File: config.mk
export PLATFORM = sky130hd
export DESIGN_NAME = serial_adder_ctrl
export DESIGN_NICKNAME = d
export VERILOG_FILES = /design/src/rtl/serial_adder_ctrl_pkg.sv /design/src/rtl/serial_adder_ctrl_full_adder.sv /design/src/rtl/serial_adder_ctrl.sv
export SDC_FILE = /design/constraint.sdc
export NUM_CORES = 1
export LEC_CHECK = 0
export CORE_MARGIN = 4
export CORE_UTILIZATION = 35
export DETAILED_ROUTE_END_ITERATION = 6
export PLACE_DENSITY_LB_ADDON = 0.2
export RECOVER_POWER = 25
export SYNTH_ARGS = -nofsm -noshare
export SYNTH_HDL_FRONTEND = slang
export SYNTH_SLANG_ARGS = --single-unit
File: constraint.sdc
create_clock -name clk -period 3.31 [get_ports clk]
set_input_delay 0.331 -clock clk [delete_from_list [all_inputs] [get_ports clk]]
set_output_delay 0.331 -clock clk [all_outputs]
set_load 0.005 [all_outputs]
File: src/rtl/serial_adder_ctrl_pkg.sv
// rtl/serial_adder_ctrl_pkg.sv - shared state encodings and width defaults for the serial adder
package serial_adder_ctrl_pkg;

    typedef enum logic [1:0] {
        ST_IDLE = 2'd0,
        ST_ADD  = 2'd1,
        ST_DONE = 2'd2
    } state_t;

    localparam int ADDER_W = 8;

endpackage

File: src/rtl/serial_adder_ctrl_full_adder.sv
// rtl/serial_adder_ctrl_full_adder.sv - single-bit combinational full adder
module full_adder (
    input  logic A,
    input  logic B,
    input  logic Cin,
    output logic S,
    output logic Cout
);

    assign S    = A ^ B ^ Cin;
    assign Cout = (A & B) | (Cin & (A ^ B));

endmodule

File: src/rtl/serial_adder_ctrl.sv
// rtl/serial_adder_ctrl.sv - bit-serial N-bit adder reusing one full_adder per cycle, LSB first
module serial_adder_ctrl
    import serial_adder_ctrl_pkg::*;
#(
    parameter int N = ADDER_W
) (
    input  logic         clk,
    input  logic         rst_n,
    input  logic         start,
    input  logic [N-1:0] A,
    input  logic [N-1:0] B,
    input  logic         Cin,
    output logic         busy,
    output logic         done,
    output logic [N-1:0] S,
    output logic         Cout
);

    localparam int            CW   = $clog2(N);
    localparam logic [CW-1:0] LAST = CW'(N - 1);

    state_t          r_state;
    logic [N-1:0]    r_a_sh;
    logic [N-1:0]    r_b_sh;
    logic [N-1:0]    r_s;
    logic            r_carry;
    logic            r_cout;
    logic            r_busy;
    logic            r_done;
    logic [CW-1:0]   r_cnt;

    logic            w_sum;
    logic            w_cout;

    full_adder u_full_adder (
        .A    (r_a_sh[0]),
        .B    (r_b_sh[0]),
        .Cin  (r_carry),
        .S    (w_sum),
        .Cout (w_cout)
    );

    always_ff @(posedge clk or negedge rst_n) begin
        if (!rst_n) begin
            r_state <= ST_IDLE;
            r_a_sh  <= '0;
            r_b_sh  <= '0;
            r_s     <= '0;
            r_carry <= 1'b0;
            r_cout  <= 1'b0;
            r_busy  <= 1'b0;
            r_done  <= 1'b0;
            r_cnt   <= '0;
        end else begin
            case (r_state)
                ST_IDLE: begin
                    r_done <= 1'b0;
                    if (start) begin
                        r_a_sh  <= A;
                        r_b_sh  <= B;
                        r_carry <= Cin;
                        r_cnt   <= '0;
                        r_s     <= '0;
                        r_busy  <= 1'b1;
                        r_state <= ST_ADD;
                    end
                end
                ST_ADD: begin
                    // Sum bits enter at the MSB so after N shifts bit 0 lands at S[0].
                    r_a_sh  <= {1'b0, r_a_sh[N-1:1]};
                    r_b_sh  <= {1'b0, r_b_sh[N-1:1]};
                    r_s     <= {w_sum, r_s[N-1:1]};
                    r_carry <= w_cout;
                    r_cnt   <= r_cnt + 1'b1;
                    if (r_cnt == LAST) begin
                        r_cout  <= w_cout;
                        r_busy  <= 1'b0;
                        r_done  <= 1'b1;
                        r_state <= ST_DONE;
                    end
                end
                ST_DONE: begin
                    r_done  <= 1'b0;
                    r_state <= ST_IDLE;
                end
                default: begin
                    r_busy  <= 1'b0;
                    r_done  <= 1'b0;
                    r_state <= ST_IDLE;
                end
            endcase
        end
    end

    assign busy = r_busy;
    assign done = r_done;
    assign S    = r_s;
    assign Cout = r_cout;

endmodule

==> impl_metrics.py, run 1 <==
metrics = {
    "status": {
        "status": "finished, violations left",
        "violations": "capacitance limit, slew limit",
    },
    "placement": {
        "portBuffers": 30,
        "placed_cell_area_mm2": 0.00190,
        "place_hpwl_um": 2400,
        "place_congestion": 0.743,
        "dp_worst_setup_slack_ns": 1.16,
    },
    "clock_network": {
        "cts_tree": "done",
        "cts_hold_buf": 0,
        "clockRootBuffer": "clkbuf_8",
        "cts_num_sinks": 33,
        "cts_buffer_depth": 2,
        "cts_setup_buffers": 0,
        "clk_pin_slew_worst_paths_ns": 0.06,
        "numCtsBuffers": 5,
        "ctsResizeCount": 0,
        "h-tree-depth": 2,
        "insertion_delay_ns": 0.28,
    },
    "critical_path": {
        "cp.required_ns": 3.37,
        "end_kind": "asynchronous set/reset pin",
        "worst-path-buf-inv": 2,
        "worstPathArrival_ns": 2.13,
        "crit_family": "buffers and inverters",
        "crit_cells": 2,
        "regToRegSetupSlack_ns": 1.48,
        "regToRegEndpoint": "r_a_sh[3]$_DFFE_PN0P_",
        "crit_chain": "dlygate4sd3_1, clkbuf_1",
        "timing.rr.start": "r_state[0]$_DFFE_PN0P_",
        "endpoint": "r_b_sh[5]$_DFFE_PN0P_",
        "critPathMaxFanout": 33,
        "max_stage_delay_ns": 1.27,
        "startpoint": "rst_n",
        "path_class": "in2async",
        "start_kind": "primary input",
        "slowest_stage": "clkbuf_1",
        "r2r_cells": 4,
    },
    "synthesis": {
        "syn_inst": 148,
        "syn_avg_cell_area_um2": 11.1,
        "syn_area_mm2": 0.00165,
        "yosysWarnings": 0,
        "synth_fp_nets": 171,
        "ys_seq_area_frac": 0.502,
        "ys_ff_latch": 33,
        "synth_cell_type_count": 27,
    },
    "sta": {
        "fmaxAchievable_mhz": 481,
        "whs_ns": 0.485,
        "maxSlewHeadroom": -0.177,
        "finalHoldViolations": 0,
        "timing.final.ws_setup_ns": 1.23,
        "timing_max_transition_violations_final": 34,
        "worstMarginPinSlew_ns": 1.77,
        "layout_min_cycle_time_ns": 2.08,
        "setup_violations": 0,
        "tns_ns": 0,
        "fin_skew_ns": 0.00246,
        "min_period_over_period": 0.628,
        "rsz0062_at_grt": "false",
    },
    "drt": {
        "first_iter_violations": 34,
        "drc": 0,
        "drtAntennaViolNets": 0,
        "vias": 1243,
        "viasPerCell": 5.48,
        "wl_um": 3420,
        "drtPass1Iterations": 4,
        "wl_per_cell_um": 15.1,
    },
    "layout": {
        "seqCellArea_um2": 826,
        "diodes": 0,
        "drive_above_1_share": 0.131,
        "nets": 197,
        "postLayoutCoreUtil": 0.445,
        "final_area_mm2": 0.00198,
        "multi_input_area_um2": 672,
        "syn2layout_area_growth_pct": 20.2,
        "fill_cells": 416,
    },
    "power_and_ir_drop": {
        "peakVddDrop_mv": 0.274,
        "p_leak_uw": 0.000810,
        "p_per_area_mw_per_mm2": 874,
    },
    "grt": {
        "grt.total_usage": 0.123,
        "overflow": 0,
        "antenna_found_initial": 0,
        "grt_pass1_vias": 1298,
        "grt_start_max_net_pins": 34,
        "grt_first_pass_wirelength_um": 5840,
    },
    "die": {
        "start_util": 0.370,
        "ios": 31,
        "rows": 24,
        "chipHeight_um": 76.6,
        "dieWidth_um": 76.6,
        "core_mm2": 0.00444,
        "die-area_mm2": 0.00587,
    },
    "worst_hold_path": {
        "holdCritPathClass": "reg2reg",
        "min_from": "r_cnt[0]$_DFFE_PN0P_",
    },
    "run": {
        "max_cap_viol_count": 1,
    },
}
==> how the worst min path moves through the flow <==
stage,to,slack [ns],depth (start not counted)
2_1_floorplan,Cout$_DFFE_PN0P_,0.04,0
3_5_place_dp,r_cnt[0]$_DFFE_PN0P_,0.48,1
5_1_grt,S[0]$_DFFE_PN0P_,0.54,1
3_3_place_gp,r_cnt[0]$_DFFE_PN0P_,0.47,1
4_1_cts,S[3]$_DFFE_PN0P_,0.48,2
6_report,r_cnt[0]$_DFFE_PN0P_,0.48,1
==> worst reg2reg max path: stages, from the launching register on <==
cell	delay [ns]
dfrtp_1	0.76
buf_4	0.35
nand2b_2	0.31
o22ai_1	0.22
nor3_1	0.07
==> stage by stage <==
step	total power, uW	std cells
5_1_grt	1860	227
4_1_cts	1750	227
3_3_place_gp	1430	219
6_report	1730	227
3_5_place_dp	1470	219
2_1_floorplan	1280	148
==> placed cells by master (no fill, tap or decap), types with 2 or more instances in the layout <==
master	n
clkbuf_8	5
o32ai_1	3
clkbuf_1	4
inv_1	5
ha_1	2
nor3_2	5
o22ai_2	7
clkdlybuf4s50_1	29
nor3_1	31
a22o_1	9
o21ai_0	5
o21ai_1	3
nand2_1	6
nor2_1	8
o22ai_1	7
nor2b_1	2
dfrtp_1	33
==> routing by layer <==
metal | global-route usage | share of wire | routed length (um)
met2 | 0.209 | 0.49 | 1690
met5 | 0 | 0 | 0
met1 | 0.143 | 0.44 | 1510
met3 | 0.0343 | 0.049 | 169
met4 | 0.0598 | 0.017 | 57
==> sequential cells by signal (all words and copies together), names as in the netlist <==
register / count
S: 8
r_a_sh: 8
r_b_sh: 8
r_cnt: 3
r_state: 2
Cout: 1
busy: 1
done: 1
r_carry: 1
==> area by class of cell <==
cell class,instances,share of cell area
Multi-Input combinational cell,96,0.339
Inverter,6,0.0126
Tap cell,52,0.0329
Timing Repair Buffer,32,0.157
Clock buffer,8,0.0405
Sequential cell,33,0.417
==> power by group <==
part           total, uW  switching [uW]  internal, uW
Sequential           762             174           587
Combinational        685             315           370
Clock                283             133           149
==> cells by family after synthesis <==
logic type | share of synthesized area
muxes | 0.00608
adders and majority gates | 0.0274
buffers and inverters | 0.0904
and+or+nand+nor | 0.186
AOI/OAI and AO/OA | 0.188
DFF | 0.502
==> synth_stat cells (all sizes together) <==
cell | instances | share of area
nand3b | 1 | 0.0046
nand2 | 6 | 0.014
o32ai | 3 | 0.016
o21bai | 1 | 0.011
nor3 | 36 | 0.12
fa | 1 | 0.012
or2 | 1 | 0.0038
ha | 2 | 0.015
o21ai | 8 | 0.024
mux2i | 1 | 0.0061
dfrtp | 33 | 0.50
inv | 6 | 0.015
nor2b | 2 | 0.0076
nor2 | 8 | 0.018
buf | 13 | 0.075
a22o | 9 | 0.048
a221oi | 1 | 0.0091
o22ai | 14 | 0.080
nand2b | 2 | 0.014
No activity file was read; power rests on OpenSTA's default activity.
==> run 2: changes to the inputs <==
Clock period 3.31 ns to 2.1 ns, I/O delays scaled along.
==> run 2 against run 1 <==
  * The flow now finishes without violations
  * Clock skew is essentially flat
  * Highest routed layer unchanged
  * Final area grew 0.76%
  * Sequential power grew 55%
  * Combinational power grew 59%
  * Critical endpoint is now S[5]$_DFFE_PN0P_
==> impl_metrics.py, run 2 (same netlist as run 1, synthesis figures left out) <==
metrics = {
    "die": {
        "chipHeight_um": 76.6,
        "die-area_mm2": 0.00587,
        "dieWidth_um": 76.6,
        "start_util": 0.370,
        "core_mm2": 0.00444,
        "ios": 31,
        "rows": 24,
    },
    "critical_path": {
        "max_stage_delay_ns": 0.65,
        "cp.required_ns": 2.32,
        "path_class": "reg2reg",
        "worstPathArrival_ns": 1.78,
        "critPathMaxFanout": 11,
        "crit_chain": "nor2b_1, a22o_1",
        "start_kind": "flip-flop",
        "slowest_stage": "nor2b_1",
        "end_kind": "flip-flop",
    },
    "drt": {
        "viasPerCell": 5.30,
        "drtPass1Iterations": 4,
        "vias": 1204,
        "first_iter_violations": 27,
        "wl_um": 3420,
        "drtAntennaViolNets": 0,
        "wl_per_cell_um": 15.1,
        "drc": 0,
    },
    "sta": {
        "whs_ns": 0.484,
        "timing_max_transition_violations_final": 0,
        "min_period_over_period": 0.744,
        "finalHoldViolations": 0,
        "tns_ns": 0,
        "worstMarginPinSlew_ns": 0.823,
        "rsz0062_at_grt": "false",
        "setup_violations": 0,
        "fin_skew_ns": 0.00284,
        "maxSlewHeadroom": 0.451,
        "layout_min_cycle_time_ns": 1.56,
        "fmaxAchievable_mhz": 640,
        "timing.final.ws_setup_ns": 0.538,
    },
    "status": {
        "status": "completed",
    },
    "clock_network": {
        "cts_setup_buffers": 0,
        "cts_num_sinks": 33,
        "cts_buffer_depth": 2,
        "insertion_delay_ns": 0.28,
        "cts_tree": "done",
        "cts_hold_buf": 0,
        "numCtsBuffers": 5,
        "h-tree-depth": 2,
        "clockRootBuffer": "clkbuf_8",
        "ctsResizeCount": 0,
        "clk_pin_slew_worst_paths_ns": 0.06,
    },
    "run": {
        "max_cap_viol_count": 0,
    },
    "grt": {
        "grt_pass1_vias": 1307,
        "grt.total_usage": 0.131,
        "antenna_found_initial": 0,
        "grt_first_pass_wirelength_um": 6080,
        "overflow": 0,
        "grt_start_max_net_pins": 34,
    },
    "layout": {
        "diodes": 0,
        "final_cell_mix": "dfrtp_1 (33), nor3_1 (31), clkdlybuf4s50_1 (29)",
        "final_area_mm2": 0.00199,
        "drive_above_1_share": 0.149,
        "nets": 198,
        "layout_commonest_cell": "dfrtp_1",
        "syn2layout_area_growth_pct": 21.1,
        "fill_cells": 427,
        "fin_cells": 227,
    },
    "power_and_ir_drop": {
        "p_per_area_mw_per_mm2": 1380,
        "p_leak_uw": 0.000823,
        "peakVddDrop_mv": 0.450,
    },
    "placement": {
        "placed_cell_area_mm2": 0.00191,
        "portBuffers": 30,
        "dp_worst_setup_slack_ns": 0.465,
        "place_congestion": 0.741,
        "dp.cells": 220,
        "place_hpwl_um": 2290,
    },
    "worst_hold_path": {
        "holdCritPathClass": "in2reg",
    },
}
## run 2: area by class of cell
class,instances,area (um^2),area share
clock buffers,7,86.3,0.0433
inverters,6,25.0,0.0125
multi-input cells,96,672,0.337
flip-flops and latches,33,826,0.414
well taps,52,65.1,0.0326
repair buffers,33,320,0.161
## run 2: stage by stage
stage | utilization | total power, uW
2_1_floorplan | - | 2010
3_3_place_gp | 0.430 | 2260
3_5_place_dp | 0.430 | 2300
4_1_cts | 0.449 | 2800
5_1_grt | 0.449 | 2980
6_report | 0.449 | 2750
## run 2: final timing paths
path / start / endpoint / slack, ns / cells after the start
min: B[7] / r_b_sh[7]$_DFFE_PN0P_ / 0.48 / 3
max reg2reg: r_state[0]$_DFFE_PN0P_ / S[5]$_DFFE_PN0P_ / 0.54 / 2
min reg2reg: r_cnt[0]$_DFFE_PN0P_ / r_cnt[0]$_DFFE_PN0P_ / 0.50 / 1
max in group asynchronous: rst_n / r_a_sh[4]$_DFFE_PN0P_ / 1.03 / 2
min in group asynchronous: rst_n / done$_DFFE_PN0N_ / 0.55 / 2
max: r_state[0]$_DFFE_PN0P_ / S[5]$_DFFE_PN0P_ / 0.54 / 2
## run 2: power by group
| group | switching, uW | internal (uW) | total [uW] |
|---|---|---|---|
| sequential | 257 | 926 | 1180 |
| clock | 217 | 260 | 477 |
| combinational | 507 | 585 | 1090 |
| total | 982 | 1770 | 2750 |
## run 2: routing by layer
layer  part of all wire  global-route usage
met1               0.47               0.155
met2               0.45               0.210
met3              0.060              0.0449
met4              0.022              0.0652
met5                  0                   0
## run 2: worst max-delay path: cells and delay by family, from the launching register on
kind | cells | cell delay [ns]
AO/OA/AOI/OAI | 1 | 0.26
flip-flops | 1 | 0.59
AND/OR/NAND/NOR | 1 | 0.65
